<file path="src/rtl/thermal_head_driver.sv">
// thermal_head_driver: serialises one AXI-stream dot line onto the head mechanism, then pulses latch and strobe.
// Ports:
//   clk, reset (async, active-low)
//   s_axi_valid/s_axi_ready/s_axi_data : one dot line per handshake, bit HEAD_WIDTH-1 shifted first
//   mech_clk, mech_data                : serial shift clock and data to the head
//   mech_latch                         : active-low latch pulse after the line is shifted
//   mech_dst                           : active-high strobe (burn) pulse after the latch
//   busy                               : high while a line is in progress
module thermal_head_driver #(
    parameter int HEAD_WIDTH   = 384,
    parameter int CLK_DIV      = 4,
    parameter int LATCH_CYCLES = 4,
    parameter int DST_CYCLES   = 64,
    parameter int GAP_CYCLES   = 2
) (
    input  logic                  clk,
    input  logic                  reset,
    input  logic                  s_axi_valid,
    output logic                  s_axi_ready,
    input  logic [HEAD_WIDTH-1:0] s_axi_data,
    output logic                  mech_clk,
    output logic                  mech_data,
    output logic                  mech_latch,
    output logic                  mech_dst,
    output logic                  busy
);
    localparam int MAX_A = CLK_DIV > LATCH_CYCLES ? CLK_DIV : LATCH_CYCLES;
    localparam int MAX_B = DST_CYCLES > GAP_CYCLES ? DST_CYCLES : GAP_CYCLES;
    localparam int MAX_N = MAX_A > MAX_B ? MAX_A : MAX_B;
    localparam int BW = $clog2(HEAD_WIDTH + 1);
    localparam int CW = $clog2(MAX_N + 1);
    localparam logic [BW-1:0] BIT_LAST = BW'(HEAD_WIDTH - 1);
    localparam logic [CW-1:0] DIV_LAST = CW'(CLK_DIV - 1);
    localparam logic [CW-1:0] LAT_LAST = CW'(LATCH_CYCLES - 1);
    localparam logic [CW-1:0] DST_LAST = CW'(DST_CYCLES - 1);
    localparam logic [CW-1:0] GAP_LAST = CW'(GAP_CYCLES > 0 ? GAP_CYCLES - 1 : 0);

    if (CLK_DIV < 1 || LATCH_CYCLES < 1 || DST_CYCLES < 1) begin : g_bad_param
        $error("thermal_head_driver: CLK_DIV, LATCH_CYCLES and DST_CYCLES must be >= 1");
    end

    typedef enum logic [2:0] {IDLE, SHIFT, LATCH, STROBE, GAP} state_t;

    state_t                state_q, state_d;
    logic [HEAD_WIDTH-1:0] shift_q, shift_d, shifted;
    logic [BW-1:0]         bit_q, bit_d;
    logic [CW-1:0]         cnt_q, cnt_d;
    logic                  mech_clk_q, mech_clk_d;
    logic                  mech_data_q, mech_data_d;
    logic                  mech_latch_q, mech_latch_d;
    logic                  mech_dst_q, mech_dst_d;
    logic                  ready_q, ready_d;
    logic                  busy_q, busy_d;

    // Every output is computed from the next state and registered, so nothing
    // on s_axi_* reaches an output combinationally.
    always_comb begin
        state_d      = state_q;
        shift_d      = shift_q;
        bit_d        = bit_q;
        cnt_d        = cnt_q;
        mech_clk_d   = mech_clk_q;
        mech_data_d  = mech_data_q;
        mech_latch_d = mech_latch_q;
        mech_dst_d   = mech_dst_q;
        ready_d      = ready_q;
        shifted      = shift_q << 1;
        case (state_q)
            IDLE: begin
                ready_d = 1'b1;
                if (s_axi_valid && ready_q) begin
                    state_d     = SHIFT;
                    shift_d     = s_axi_data;
                    bit_d       = '0;
                    cnt_d       = '0;
                    mech_data_d = s_axi_data[HEAD_WIDTH-1];
                    ready_d     = 1'b0;
                end
            end
            SHIFT: begin
                if (cnt_q != DIV_LAST) begin
                    cnt_d = cnt_q + 1'b1;
                end else begin
                    cnt_d      = '0;
                    mech_clk_d = !mech_clk_q;
                    // Data only moves at the end of a high phase, i.e. as mech_clk falls.
                    if (mech_clk_q) begin
                        if (bit_q == BIT_LAST) begin
                            state_d      = LATCH;
                            mech_data_d  = 1'b0;
                            mech_latch_d = 1'b0;
                        end else begin
                            bit_d       = bit_q + 1'b1;
                            shift_d     = shifted;
                            mech_data_d = shifted[HEAD_WIDTH-1];
                        end
                    end
                end
            end
            LATCH: begin
                if (cnt_q != LAT_LAST) begin
                    cnt_d = cnt_q + 1'b1;
                end else begin
                    cnt_d        = '0;
                    mech_latch_d = 1'b1;
                    mech_dst_d   = 1'b1;
                    state_d      = STROBE;
                end
            end
            STROBE: begin
                if (cnt_q != DST_LAST) begin
                    cnt_d = cnt_q + 1'b1;
                end else begin
                    cnt_d      = '0;
                    mech_dst_d = 1'b0;
                    state_d    = GAP_CYCLES == 0 ? IDLE : GAP;
                    ready_d    = GAP_CYCLES == 0;
                end
            end
            GAP: begin
                if (cnt_q != GAP_LAST) begin
                    cnt_d = cnt_q + 1'b1;
                end else begin
                    cnt_d   = '0;
                    state_d = IDLE;
                    ready_d = 1'b1;
                end
            end
            default: state_d = IDLE;
        endcase
        busy_d = state_d != IDLE;
    end

    always_ff @(posedge clk or negedge reset) begin
        if (!reset) begin
            state_q      <= IDLE;
            shift_q      <= '0;
            bit_q        <= '0;
            cnt_q        <= '0;
            mech_clk_q   <= 1'b0;
            mech_data_q  <= 1'b0;
            mech_latch_q <= 1'b1;
            mech_dst_q   <= 1'b0;
            ready_q      <= 1'b0;
            busy_q       <= 1'b0;
        end else begin
            state_q      <= state_d;
            shift_q      <= shift_d;
            bit_q        <= bit_d;
            cnt_q        <= cnt_d;
            mech_clk_q   <= mech_clk_d;
            mech_data_q  <= mech_data_d;
            mech_latch_q <= mech_latch_d;
            mech_dst_q   <= mech_dst_d;
            ready_q      <= ready_d;
            busy_q       <= busy_d;
        end
    end

    assign s_axi_ready = ready_q;
    assign mech_clk    = mech_clk_q;
    assign mech_data   = mech_data_q;
    assign mech_latch  = mech_latch_q;
    assign mech_dst    = mech_dst_q;
    assign busy        = busy_q;
endmodule

</file>
<file path="config.mk">
export PLATFORM = sky130hd
export DESIGN_NAME = thermal_head_driver
export DESIGN_NICKNAME = d
export VERILOG_FILES = /design/src/rtl/thermal_head_driver.sv
export SDC_FILE = /design/constraint.sdc
export NUM_CORES = 1
export LEC_CHECK = 0
export BUFFER_PORTS_ARGS = -buffer_cell sky130_fd_sc_hd__buf_2
export CELL_PAD_IN_SITES_DETAIL_PLACEMENT = 0
export CELL_PAD_IN_SITES_GLOBAL_PLACEMENT = 2
export CORE_ASPECT_RATIO = 1.25
export CORE_MARGIN = 4
export CORE_UTILIZATION = 38
export DETAILED_ROUTE_END_ITERATION = 10
export PLACE_DENSITY = 0.92
export SLEW_MARGIN = 20
export SYNTH_ARGS = -nofsm -noshare
export SYNTH_HDL_FRONTEND = slang
export SYNTH_SLANG_ARGS = --single-unit
</file>
<file path="constraint.sdc">
create_clock -name clk -period 6.71 [get_ports clk]
set_clock_uncertainty 0.15 [all_clocks]
set_input_delay 0 -clock clk [delete_from_list [all_inputs] [get_ports clk]]
set_output_delay 0 -clock clk [all_outputs]
set_load 0.02 [all_outputs]
</file>
## Word-level counts from Yosys, hierarchy flattened

Cells that the tools add are included.

| word-level totals | value |
|---|---|
| bits in registers | 408 |
| bits in latches | 0 |
| bits in writable memories | 0 |
| memory bits (read-only) | 0 |
| output and inout port bits | 6 |
| word-level logic and storage cells | 84 |
| memories | 0 |

| operators by class | value |
|---|---|
| add/sub/neg operators | 2 |
| multipliers | 0 |
| divide/modulo/power cells | 0 |
| $lt $le $gt $ge | 0 |
| equal/unequal tests | 16 |
| shift-type cells | 0 |
| multiplexer cells | 38 |
| bitwise operators | 1 |
| reduce and logical (&&, ||, !) cells | 17 |

Operator list:

| operator | count |
|---|---|
| 383-bit two-way mux | 4 |
| 383-bit case mux with 2 select lines | 1 |
| 9-bit two-way mux | 4 |
| 7-bit two-way mux | 4 |
| 7-bit case mux with 4 select lines | 1 |
| 3-bit two-way mux | 7 |
| 9-bit case mux with 2 select lines | 1 |
| 2-bit != test (second input constant) | 8 |
| 3-bit case mux with 5 select lines | 1 |
| 1-bit two-way mux | 11 |
| 5-bit AND reduction | 2 |
| 9-bit by 1-bit adder with 9-bit output (second input constant) | 1 |
| 9-bit == test (second input constant) | 1 |
| 7-bit by 1-bit adder with 7-bit output (second input constant) | 1 |
| 7-bit by 1-bit != test with 1-bit output (second input constant) | 1 |
| 7-bit by 2-bit != test with 1-bit output (second input constant) | 1 |
| 7-bit by 6-bit != test with 1-bit output (second input constant) | 1 |
| 3-bit by 2-bit == test with 1-bit output (second input constant) | 2 |
| 1-bit case mux with 2 select lines | 3 |
| 3-bit AND reduction | 2 |
| 2-bit nonzero test | 3 |
| 3-bit nonzero test | 2 |
| 2-bit AND reduction | 2 |
| 4-bit AND reduction | 1 |
| other kinds (9) | 9 |

## Longest topological paths before layout

| logic depth | value |
|---|---|
| word-level depth | 6 |
| gate-level depth with buffers | 12 |
| gate-level depth less buffers | 7 |

## Least setup slack after synthesis

Ideal clock, no wire load.

| path | value |
|---|---|
| kind | reg2reg |
| start | register cnt_q[0] |
| end | register bit_q[0] |
| setup time | 0.125 ns |
| arrival | 1.947 ns |
| setup slack | 4.488 ns |
| cell stages (with the launch flop) | 10 |
| clock period less this slack | 2.222 ns |
| cell sequence | dfrtp_1 > ha_1 > nor4b_2 > and4_1 > buf_6 > o22ai_2 > buf_6 > buf_6 > buf_6 > mux2_2 |

| between the ends | value |
|---|---|
| word-level cells in the longest chain between the ends | 3 |

RTL lines:

| item | line | text |
|---|---|---|
| from (decl) | 47 | `logic [CW-1:0] cnt_q, cnt_d;` |
| from (signal assigned) | 150 | `cnt_q <= cnt_d;` |
| 7-bit by 2-bit != test with 1-bit output | 81 | `if (cnt_q != DIV_LAST) begin` |
| 2-bit != test (no line) | -- |  |
| 5-bit AND reduction (no line) | -- |  |
| to (signal assigned) | 149 | `bit_q <= bit_d;` |
| to (decl) | 46 | `logic [BW-1:0] bit_q, bit_d;` |

Every way passes these cells.
A chain may end at the register's enable or synchronous reset.

## Worst setup path after layout

| path | value |
|---|---|
| start | register cnt_q[0] |
| end | register shift_q[40] |

| between the ends | value |
|---|---|
| word-level cells in the longest chain between the ends | 3 |

RTL lines:

| item | line | text |
|---|---|---|
| 7-bit by 2-bit != test with 1-bit output | 81 |  |
| 2-bit != test (no line) | -- |  |
| 5-bit AND reduction (no line) | -- |  |
| to (signal assigned) | 148 | `shift_q <= shift_d;` |
| to (decl) | 45 | `logic [HEAD_WIDTH-1:0] shift_q, shift_d, shifted;` |

Every way passes these cells.

==> reports/metrics.yaml <==
clock_tree:
  cts_inserted_buffers: 44
  cts_buffer_depth: 3
  clk_latency_ps: 560
  cts_setup_buffers: 0
  clock_sinks: 408
  path_clk_slew_ps: 60
  cts_tree: "built"
  htreeDepth: 2
  cts_root_buf: "clkbuf_16"
drt:
  drc: 0
  ant_nets: 0
  wire_per_inst_microns: 15.3
  via_per_inst: 4.83
  drt-initial-drc-count: 838
  first_pass_iters: 5
  vias: 15452
  wl_mm: 49.0
run_status:
  outcome: "finished clean"
worst_hold_path:
  min_from: "s_axi_data[153]"
  hp-class: "in2reg"
finish:
  seq_area_sq_mm: 0.0102
  fillCellCount: 4238
  drive_gt1_share_pct: 18.9
  area_growth_pct: 39.5
  multi_input_area_sq_mm: 0.00792
  nets: 2903
yosys:
  synth.avg_cell_area_sq_um: 10.5
  yosysUniqueCellTypes: 46
  yosys_register_bits: 408
  syn_nets: 2198
  ys_seq_area_share_pct: 53.7
  yosysWarnings: 0
  synth.cell_area_sq_mm: 0.0190
  syn_inst: 1808
timing:
  max_freq_ghz: 0.267
  rsz0062_at_grt: "no"
  finalSetupTns_ps: 0
  setup_viol: 0
  report.final.slew_viol_count: 0
  tightest_slew_ps: 1210
  timing.hold.ws_ps: 97.2
  min_period_ps: 3740
  hold_violations: 0
  relSlewSlack_pct: 19.0
  fin_crit_sh_pct: 55.8
die:
  core-area_sq_mm: 0.0494
  dieHeight_microns: 258
  num_rows: 91
  initial_core_util_pct: 38.5
  die_area_sq_mm: 0.0537
  dieWidth_microns: 208
  io_pins: 393
setup_path:
  required_ps: 7030
  critPathMaxFanout: 241
  cp-start-kind: "flop"
  worst_path_max_delay_cell: "buf_4"
  end_kind: "flop"
  r2r-start: "cnt_q[0]$_DFFE_PN0P_"
  setup.worst_path.start: "cnt_q[0]$_DFFE_PN0P_"
  crit_path_cell_trace: "ha_1, nor4b_2, and4_1, o22ai_4, buf_12, buf_4, nand2_1, o21ai_1"
  critical_path_class: "reg2reg"
  slowest_delay_ps: 750
  worstPathArrival_ps: 4060
grt:
  antenna_found_initial: 3
  overflow: 0
  grt_max_degree: 242
  grt_pass1_wl_mm: 81.2
  grt_pass1_vias: 16229
  grt_usage_pct: 17.9
run:
  maxCapViolCount: 0
pwr:
  sequentialPowerShare_pct: 46.2
  pwr-share-clk_pct: 47.0
  swShare_pct: 21.4
  intPower_mw: 4.19
  p_per_area_mw_per_mm2: 201
  p_sw_mw: 1.14
  leakage_nw: 14.1
  vdd_drop_max_mv: 0.218
  combPwrFrac_pct: 6.8
place:
  gp_congestion: 0.786
  hpwlAfterDp_mm: 30.5
  port_buffers: 392
registers in the layout, indices dropped and copies added, names as in the netlist:
signal / count
shift_q: 383
bit_q: 9
cnt_q: 7
state_q: 3
busy: 1
mech_clk: 1
mech_data: 1
mech_dst: 1
mech_latch: 1
s_axi_ready: 1
cells in the final DEF (no fill, tap or decap), types with 4 or more instances in the layout:
cell | netlist | final
inv_1 | 5 | 5
bufinv_16 | 0 | 4
nand4_1 | 4 | 4
a21oi_1 | 9 | 9
xor2_1 | 4 | 4
clkbuf_16 | 0 | 45
diode_2 | 0 | 5
nand3_1 | 9 | 9
o21ai_1 | 330 | 330
buf_4 | 3 | 4
dlygate4sd3_1 | 0 | 389
nand2_1 | 395 | 395
clkinv_2 | 0 | 10
buf_2 | 14 | 391
nor2_1 | 13 | 13
clkbuf_8 | 0 | 10
o21ai_0 | 60 | 60
xnor2_1 | 5 | 5
mux2i_1 | 384 | 384
dfrtp_1 | 407 | 407
buf_12 | 0 | 7
clkbuf_1 | 56 | 7
what timing repair did:
item                                   CTS  global route
gates resized for setup                  0             0
endpoints found under the hold margin  520             0
hold buffers                           390             0
cell families after synthesis:
kind of cell,synth area share [%]
xor+xnor,0.415
fa+ha+maj,0.197
compound gates,11.4
buf+inv,4.71
flops,53.7
mux,20.3
simple gates,9.29
final timing paths:
kind                                            endpoint  slack (ps)  depth (start not counted)
worst max register to register   shift_q[40]$_DFFE_PN0P_        2970                          8
worst min register to register  shift_q[311]$_DFFE_PN0P_         330                          2
worst max-delay path             shift_q[40]$_DFFE_PN0P_        2970                          8
max in group asynchronous        shift_q[90]$_DFFE_PN0P_        5010                          4
min in group asynchronous           cnt_q[3]$_DFFE_PN0P_         480                          4
worst min-delay path            shift_q[153]$_DFFE_PN0P_         100                          4
layer usage:
metal	share of wire, %	GRT usage, %	up-vias	wire (microns)
met5	0	0	-	0
met4	3.4	6.46	0	1690
met3	5.0	4.03	120	2470
met2	50	30.7	376	24300
met1	42	22.3	7296	20500
li1	-	-	7660	-
cells in the mapped netlist, drive strengths merged:
cell type	count	area share (%)
o41ai	1	0.046
inv	5	0.099
a21o	3	0.12
xnor2	5	0.23
nand2	395	7.8
nand4b	1	0.046
a211oi	3	0.12
nand4	4	0.13
a222oi	1	0.053
a22o	2	0.092
mux2	1	0.059
a221oi	1	0.046
nor2b	2	0.066
or3	3	0.099
a2111oi	1	0.046
o22ai	3	0.13
nand3	9	0.24
o2bb2ai	1	0.046
nor2	13	0.26
buf	58	3.0
nand2b	2	0.066
and4	2	0.092
and3	3	0.099
dfstp	1	0.14
and2	2	0.066
nor3	4	0.11
o21ai	390	10
a31oi	2	0.066
mux2i	384	20
a21oi	9	0.24
or2	1	0.033
nor4b	2	0.13
o211ai	2	0.079
dfrtp	407	54
clkbuf	76	1.6
o221ai	1	0.046
ha	3	0.20
nor3b	1	0.066
xor2	4	0.18
cell type report:
cell class,instances,area share (%)
sequential,408,38.5
multi-input combinational,1261,29.9
timing repair buffer,793,22.9
clock buffer,62,4.86
tap,651,3.07
clock inverter,17,0.731
inverter,5,0.0708
antenna,5,0.0472
power groups by stage:
stage,Clock (mW),Sequential [mW],Combinational [mW]
after global placement,0,2.51,0.177
after detailed placement,0,2.51,0.178
after global routing,2.69,2.46,0.398
after floorplan,0,2.51,0.00669
after CTS,2.59,2.46,0.368
final,2.50,2.46,0.364
worst max-delay path, delay by kind of cell (launching register included):
family          cells  cell delay [ps]
compound gates      2              640
buf+inv             2             1370
fa+ha+maj           1              260
flops               1              420
simple gates        3              620
per-stage QoR:
| stage | instances | setup WS (ps) | utilization, % | total power, mW | instance area [sq um] |
|---|---|---|---|---|---|
| 3_5_place_dp | 2728 | 2980 | 42.7 | 2.68 | 21100 |
| 4_1_cts | 3197 | 2990 | 53.7 | 5.41 | 26500 |
| 3_3_place_gp | 2728 | 3100 | 42.7 | 2.68 | 21100 |
| 5_1_grt | 3200 | 2620 | 53.7 | 5.54 | 26500 |
| 2_1_floorplan | 1808 | 4490 | - | 2.51 | 19000 |
| 6_report | 3202 | 2970 | 53.7 | 5.33 | 26500 |
(Power assumes the default switching activity.)
